$ cat config.mk
export PLATFORM = sky130hd
export DESIGN_NAME = arb4_rr
export DESIGN_NICKNAME = d
export VERILOG_FILES = /design/src/rtl/arb_pkg.sv /design/src/rtl/rr_pick4.sv /design/src/rtl/arb4_rr.sv
export SDC_FILE = /design/constraint.sdc
export NUM_CORES = 1
export LEC_CHECK = 0
export BUFFER_PORTS_ARGS = -buffer_cell sky130_fd_sc_hd__buf_2
export CAP_MARGIN = 20
export CORE_MARGIN = 1.5
export CORE_UTILIZATION = 25
export CTS_BUF_LIST = sky130_fd_sc_hd__clkbuf_16
export CTS_CLUSTER_SIZE = 12
export DETAILED_ROUTE_END_ITERATION = 8
export SETUP_SLACK_MARGIN = 0.15
export SKIP_LAST_GASP = 1
export SYNTH_ARGS = -nofsm -noshare
export SYNTH_HDL_FRONTEND = slang
export SYNTH_SLANG_ARGS = --single-unit
$ cat constraint.sdc
create_clock -name clk -period 5.5 [get_ports clk]
set_input_delay 1.375 -clock clk [delete_from_list [all_inputs] [get_ports clk]]
set_output_delay 1.375 -clock clk [all_outputs]
set_load 0.1 [all_outputs]
$ cat src/rtl/arb_pkg.sv
`default_nettype none
// ============================================================================
// Module      : arb_pkg
// Description : Shared types, sizes and encode helpers for the 4-way arbiter.
// Revision    : 1.0 - initial release
// ============================================================================
package arb_pkg;

    localparam int N_REQ  = 4;
    localparam int ID_W   = 2;
    localparam int HOLD_W = 4;
    localparam int PCNT_W = 8;

    typedef enum logic [1:0] {
        IDLE  = 2'd0,
        GRANT = 2'd1,
        GAP   = 2'd2
    } state_t;

    // Returns 0 for an all-zero vector so gnt_id idles at 0.
    function automatic logic [ID_W-1:0] onehot_to_id(input logic [N_REQ-1:0] v);
        logic [ID_W-1:0] id;
        id = '0;
        for (int i = 0; i < N_REQ; i++) begin
            if (v[i]) id = ID_W'(i);
        end
        return id;
    endfunction

    function automatic logic [N_REQ-1:0] id_to_onehot(input logic [ID_W-1:0] id);
        return N_REQ'(1) << id;
    endfunction

endpackage
`default_nettype wire

$ cat src/rtl/rr_pick4.sv
`default_nettype none
// ============================================================================
// Module      : rr_pick4
// Description : Combinational priority pick over 4 candidates, starting the
//               search at a given index and wrapping upward.
// Revision    : 1.0 - initial release
// ============================================================================
module rr_pick4
    import arb_pkg::*;
(
    input  logic [N_REQ-1:0] cand,
    input  logic [ID_W-1:0]  start,
    output logic [ID_W-1:0]  winner,
    output logic             found
);

    logic [ID_W-1:0] w_idx [N_REQ];

    for (genvar g = 0; g < N_REQ; g++) begin : g_idx
        assign w_idx[g] = start + ID_W'(g);
    end

    // Walk from the farthest offset down so the nearest hit is the last write.
    always_comb begin
        winner = '0;
        found  = 1'b0;
        for (int i = N_REQ - 1; i >= 0; i--) begin
            if (cand[w_idx[i]]) begin
                winner = w_idx[i];
                found  = 1'b1;
            end
        end
    end

endmodule
`default_nettype wire

$ cat src/rtl/arb4_rr.sv
`default_nettype none
// ============================================================================
// Module      : arb4_rr
// Description : 4-requester arbiter, fixed-priority or round-robin, with a
//               hold-time limit that preempts the owner through a GAP cycle.
// Revision    : 1.0 - initial release
// ============================================================================
module arb4_rr
    import arb_pkg::*;
#(
    parameter int MAX_HOLD = 8
)
(
    input  logic                 clk,
    input  logic                 rst,
    input  logic                 mode,
    input  logic [N_REQ-1:0]     req,
    output logic [N_REQ-1:0]     gnt,
    output logic [ID_W-1:0]      gnt_id,
    output logic                 gnt_valid,
    output logic [PCNT_W-1:0]    preempt_cnt
);

    state_t              r_state,       w_state_nxt;
    logic [N_REQ-1:0]    r_gnt,         w_gnt_nxt;
    logic [HOLD_W-1:0]   r_hold_cnt,    w_hold_nxt;
    logic [ID_W-1:0]     r_last_owner,  w_last_nxt;
    logic [PCNT_W-1:0]   r_preempt_cnt, w_preempt_nxt;
    logic [ID_W-1:0]     r_excl_id,     w_excl_nxt;

    logic [ID_W-1:0]     w_owner;
    logic [N_REQ-1:0]    w_others;
    logic [N_REQ-1:0]    w_gap_cand;
    logic [N_REQ-1:0]    w_cand;
    logic [ID_W-1:0]     w_start;
    logic [ID_W-1:0]     w_win;
    logic                w_found;
    logic                w_timeout;

    assign w_owner    = onehot_to_id(r_gnt);
    assign w_others   = req & ~r_gnt;
    assign w_gap_cand = req & ~id_to_onehot(r_excl_id);
    assign w_timeout  = (r_hold_cnt >= HOLD_W'(MAX_HOLD));
    assign w_start    = mode ? (r_last_owner + ID_W'(1)) : '0;

    // After a preemption the old owner sits out one decision, unless it is alone.
    always_comb begin
        w_cand = req;
        case (r_state)
            GRANT:   w_cand = w_others;
            GAP:     w_cand = (|w_gap_cand) ? w_gap_cand : req;
            default: w_cand = req;
        endcase
    end

    rr_pick4 u_pick (
        .cand   (w_cand),
        .start  (w_start),
        .winner (w_win),
        .found  (w_found)
    );

    always_comb begin
        w_state_nxt   = r_state;
        w_gnt_nxt     = r_gnt;
        w_hold_nxt    = r_hold_cnt;
        w_last_nxt    = r_last_owner;
        w_preempt_nxt = r_preempt_cnt;
        w_excl_nxt    = r_excl_id;

        case (r_state)
            IDLE, GAP: begin
                if (w_found) begin
                    w_state_nxt = GRANT;
                    w_gnt_nxt   = id_to_onehot(w_win);
                    w_hold_nxt  = HOLD_W'(1);
                    w_last_nxt  = w_win;
                end else begin
                    w_state_nxt = IDLE;
                    w_gnt_nxt   = '0;
                    w_hold_nxt  = '0;
                end
            end
            GRANT: begin
                if (!req[w_owner]) begin
                    // Release wins over a coincident timeout.
                    if (w_found) begin
                        w_gnt_nxt  = id_to_onehot(w_win);
                        w_hold_nxt = HOLD_W'(1);
                        w_last_nxt = w_win;
                    end else begin
                        w_state_nxt = IDLE;
                        w_gnt_nxt   = '0;
                        w_hold_nxt  = '0;
                    end
                end else if (w_timeout && (|w_others)) begin
                    w_state_nxt   = GAP;
                    w_gnt_nxt     = '0;
                    w_hold_nxt    = '0;
                    w_excl_nxt    = w_owner;
                    w_preempt_nxt = (&r_preempt_cnt) ? r_preempt_cnt
                                                     : r_preempt_cnt + PCNT_W'(1);
                end else begin
                    w_hold_nxt = (&r_hold_cnt) ? r_hold_cnt : r_hold_cnt + HOLD_W'(1);
                end
            end
            default: begin
                w_state_nxt = IDLE;
                w_gnt_nxt   = '0;
                w_hold_nxt  = '0;
            end
        endcase
    end

    always_ff @(posedge clk) begin
        if (rst) begin
            r_state       <= IDLE;
            r_gnt         <= '0;
            r_hold_cnt    <= '0;
            r_last_owner  <= ID_W'(N_REQ - 1);
            r_preempt_cnt <= '0;
            r_excl_id     <= '0;
        end else begin
            r_state       <= w_state_nxt;
            r_gnt         <= w_gnt_nxt;
            r_hold_cnt    <= w_hold_nxt;
            r_last_owner  <= w_last_nxt;
            r_preempt_cnt <= w_preempt_nxt;
            r_excl_id     <= w_excl_nxt;
        end
    end

    assign gnt         = r_gnt;
    assign gnt_valid   = |r_gnt;
    assign gnt_id      = onehot_to_id(r_gnt);
    assign preempt_cnt = r_preempt_cnt;

endmodule
`default_nettype wire
==> run metrics <==
sequential cell area fraction in the yosys report=29.4%; met1 Resource Use GR=15.3%; total detailed-routing wirelength=3430 um; Synth Register Bits=22; Worst-Margin Slew=0.921 ns; Critical Path Start Type=register; clock sink count=22; number of standard cells in the layout, taps in and fillers out=281; dpl cell area=1680 um^2; Post-Synthesis Cells=185; Std-Cell Core Area=5850 um^2; worst min-delay path category=register to register; overall track demand over capacity in global routing=11.3%; CP required=4.12 ns; CTS max path bufs=2; Inserted Clock Buffers=3; count of distinct cell types in the synthesized netlist=54; type of element capturing the critical path=output port; fin nets=221; first-pass GRT wire length=5860 um; via count of the first global-routing pass=1297; post-cts repair resize count=0; last weighted congestion value of the routability-driven placer=0.853; Synth area leaders=sky130_fd_sc_hd__dfxtp_1, sky130_fd_sc_hd__ha_1, sky130_fd_sc_hd__nand2_1, sky130_fd_sc_hd__xnor2_1, sky130_fd_sc_hd__nor2_1; Yosys warnings=0; total negative slack=0 ns; fraction of power spent switching nets=50.5%; Slew Limit Headroom=37.0%; power density over cell area=469 nW/um^2; Worst Setup Path Type=register to output port; met3 demand-to-capacity share in global routing=2.27%; share of power burned in registers=26.3%; cell with the largest stage delay on the worst path=sky130_fd_sc_hd__dfxtp_1; cell breakdown of the critical path=inv_1 > nand2_1 > or3_1 > buf_2; total global routing overflow=0; count of flip-flops with a built-in enable after synthesis=0; most instantiated library cell after synthesis=sky130_fd_sc_hd__dfxtp_1; Synth area leader=sky130_fd_sc_hd__dfxtp_1; vertical extent of the die=80.5 um; latest clock arrival within the worst-skew pair=0.25 ns; maximum VDD drop=0.418 mV; growth of design area from synthesis to finish=16.9%; drt first pass iters=4; remaining number of nets flagged by the antenna check after routing=0; maximum frequency from static timing analysis=344 MHz; proportion of power drawn by combinational gates=55.0%; internal power contribution=0.408 mW; post-synthesis net count=199; Hold Fails Final Rpt=0; result of the run=finished, final reports clean; worst clock skew on the final layout=0.00361 ns; root cell of the clock tree=sky130_fd_sc_hd__clkbuf_16; Most Used Layer, Global Route=met2; Total Power Consumption=0.823 mW; total leakage power=0.672 nW; Finished Cell Area=1750 um^2; half-perimeter wire length after placement=2680 um; Net Sw Power=0.415 mW; count of maximum capacitance violations=0; largest net degree at the start of global routing=21; drt drc=0; Clock H-tree levels=1; mean area per synthesized cell=8.11 um^2; clock transition time at the flip-flop clock pins of the worst setup and hold paths=0.06 ns; share of cells above drive strength 1=15.5%; RSZ-0062 raised after global routing=no; family of cells with the greatest summed delay on the critical path=buffers and inverters; Detailed Route Iter0 Violations=97; critical path buffer and inverter count=2; GR Util met2=18.1%; share of the synthesized area in the top cell type=29.4%; number of primary I/O pins=22; number of setup buffers added after CTS=0; PortBufs=21; DR vias/cell=5.07; initial antenna violation count=0; Final min period=2.90 ns; Pins Over Slew Limit=0; fillcell total=611; final cycle utilization of the critical path=52.8%; combined area of all synthesized cells=1500 um^2; # placed instances=277; commonest register cell after synthesis=sky130_fd_sc_hd__dfxtp_1; largest stage delay on the critical path=0.50 ns; most common library cells after synthesis=sky130_fd_sc_hd__dfxtp_1, sky130_fd_sc_hd__nand2_1, sky130_fd_sc_hd__nor2_1; post-synthesis async set-or-reset flop share=0%; Worst Path Arrival=1.53 ns; count of antenna diodes in the layout=0; number of buffers added to fix hold violations after cts=0; initial standard-cell utilization of the core=25.6%; die area=6470 um^2; largest fanout of any net on the critical path=7; fraction of power consumed by the clock network=18.7%; CTS tree=done; Chip Width=80.5 um; count of final setup violators=0; per-cell routed wire length=12.2 um; Via Count=1424; FP Rows=28
-- power groups by stage --
stage	Combinational (mW)	Sequential, mW	Clock (mW)
2_1_floorplan	0.320	0.272	0
5_1_grt	0.490	0.221	0.164
6_report	0.453	0.216	0.154
4_1_cts	0.452	0.216	0.159
3_5_place_dp	0.450	0.220	0
3_3_place_gp	0.451	0.220	0
-- registers in the layout, summed over array words and instances, names as in the netlist --
name and cells:
preempt_cnt 8, gnt 4, r_hold_cnt 4, r_excl_id 2, r_last_owner 2, r_state 2
-- final cells by class --
class                   count  area (um^2)  share of cell area, %
clock buffers               3         75.1                   4.28
flip-flops and latches     22          440                   25.1
inverters                  13         48.8                   2.78
multi-input cells         146          987                   56.3
clock inverters             1         3.75                  0.214
repair buffers             21          105                   5.99
well taps                  75         93.8                   5.35
-- per-stage QoR --
step	setup WS (ns)	util, %	hold WS (ns)
after floorplan	1.32	-	0.461
after global placement	2.43	28.6	0.486
after detailed placement	2.42	28.6	0.492
after CTS	2.59	30.0	0.501
after global routing	2.43	30.0	0.540
final	2.60	30.0	0.498
-- worst paths after layout --
| path | startpoint | end | slack, ns | cells past startpoint |
|---|---|---|---|---|
| setup reg to reg | r_state[1] | r_last_owner[1] | 3.04 | 8 |
| setup / recovery | gnt[2] | gnt_valid | 2.60 | 4 |
| hold reg to reg | r_hold_cnt[0] | r_hold_cnt[0] | 0.50 | 2 |
| hold / removal | r_hold_cnt[0] | r_hold_cnt[0] | 0.50 | 2 |
-- layer usage --
| layer | vias to the layer above | routed length, um |
|---|---|---|
| met4 | 0 | 31 |
| met1 | 666 | 1740 |
| li1 | 724 | - |
| met5 | - | 0 |
| met2 | 30 | 1470 |
| met3 | 4 | 187 |
-- placed cells by master, fill, tap and decap left out, types with 2 or more instances in the layout --
cell type and n:
sky130_fd_sc_hd__buf_2 21, sky130_fd_sc_hd__and2_1 2, sky130_fd_sc_hd__inv_1 13, sky130_fd_sc_hd__o211a_1 2, sky130_fd_sc_hd__clkbuf_16 3, sky130_fd_sc_hd__o311ai_1 2
sky130_fd_sc_hd__a32o_1 2, sky130_fd_sc_hd__nand2_1 18, sky130_fd_sc_hd__nor2_1 15, sky130_fd_sc_hd__or3_1 3, sky130_fd_sc_hd__dfxtp_1 22, sky130_fd_sc_hd__nor2b_1 3
sky130_fd_sc_hd__ha_1 7, sky130_fd_sc_hd__xnor2_1 7, sky130_fd_sc_hd__o31ai_1 2, sky130_fd_sc_hd__nand3_1 7, sky130_fd_sc_hd__a21o_1 2, sky130_fd_sc_hd__nand4_1 2
sky130_fd_sc_hd__a22oi_1 2, sky130_fd_sc_hd__a211o_1 2, sky130_fd_sc_hd__o211ai_1 3, sky130_fd_sc_hd__o21ai_0 7, sky130_fd_sc_hd__nor3_1 10, sky130_fd_sc_hd__a21oi_1 8
sky130_fd_sc_hd__nand2b_1 8, sky130_fd_sc_hd__nor4_2 2, sky130_fd_sc_hd__and2b_1 2, sky130_fd_sc_hd__a211oi_1 2, sky130_fd_sc_hd__nor4_1 2
-- worst min-delay path: stages (launching register included) --
cell                      delay [ns]
sky130_fd_sc_hd__dfxtp_1        0.33
sky130_fd_sc_hd__nand2_1        0.06
sky130_fd_sc_hd__a21oi_1        0.05
-- cell families after synthesis --
group           count (synthesis)  share of synthesized area [%]
fa+ha+maj                       7                           5.84
mux                             1                           1.00
simple gates                   80                           28.2
buf+inv                        17                           4.84
xor+xnor                        7                           4.09
flops                          22                           29.4
compound gates                 51                           26.7
Power figures use the tool's default switching activity.
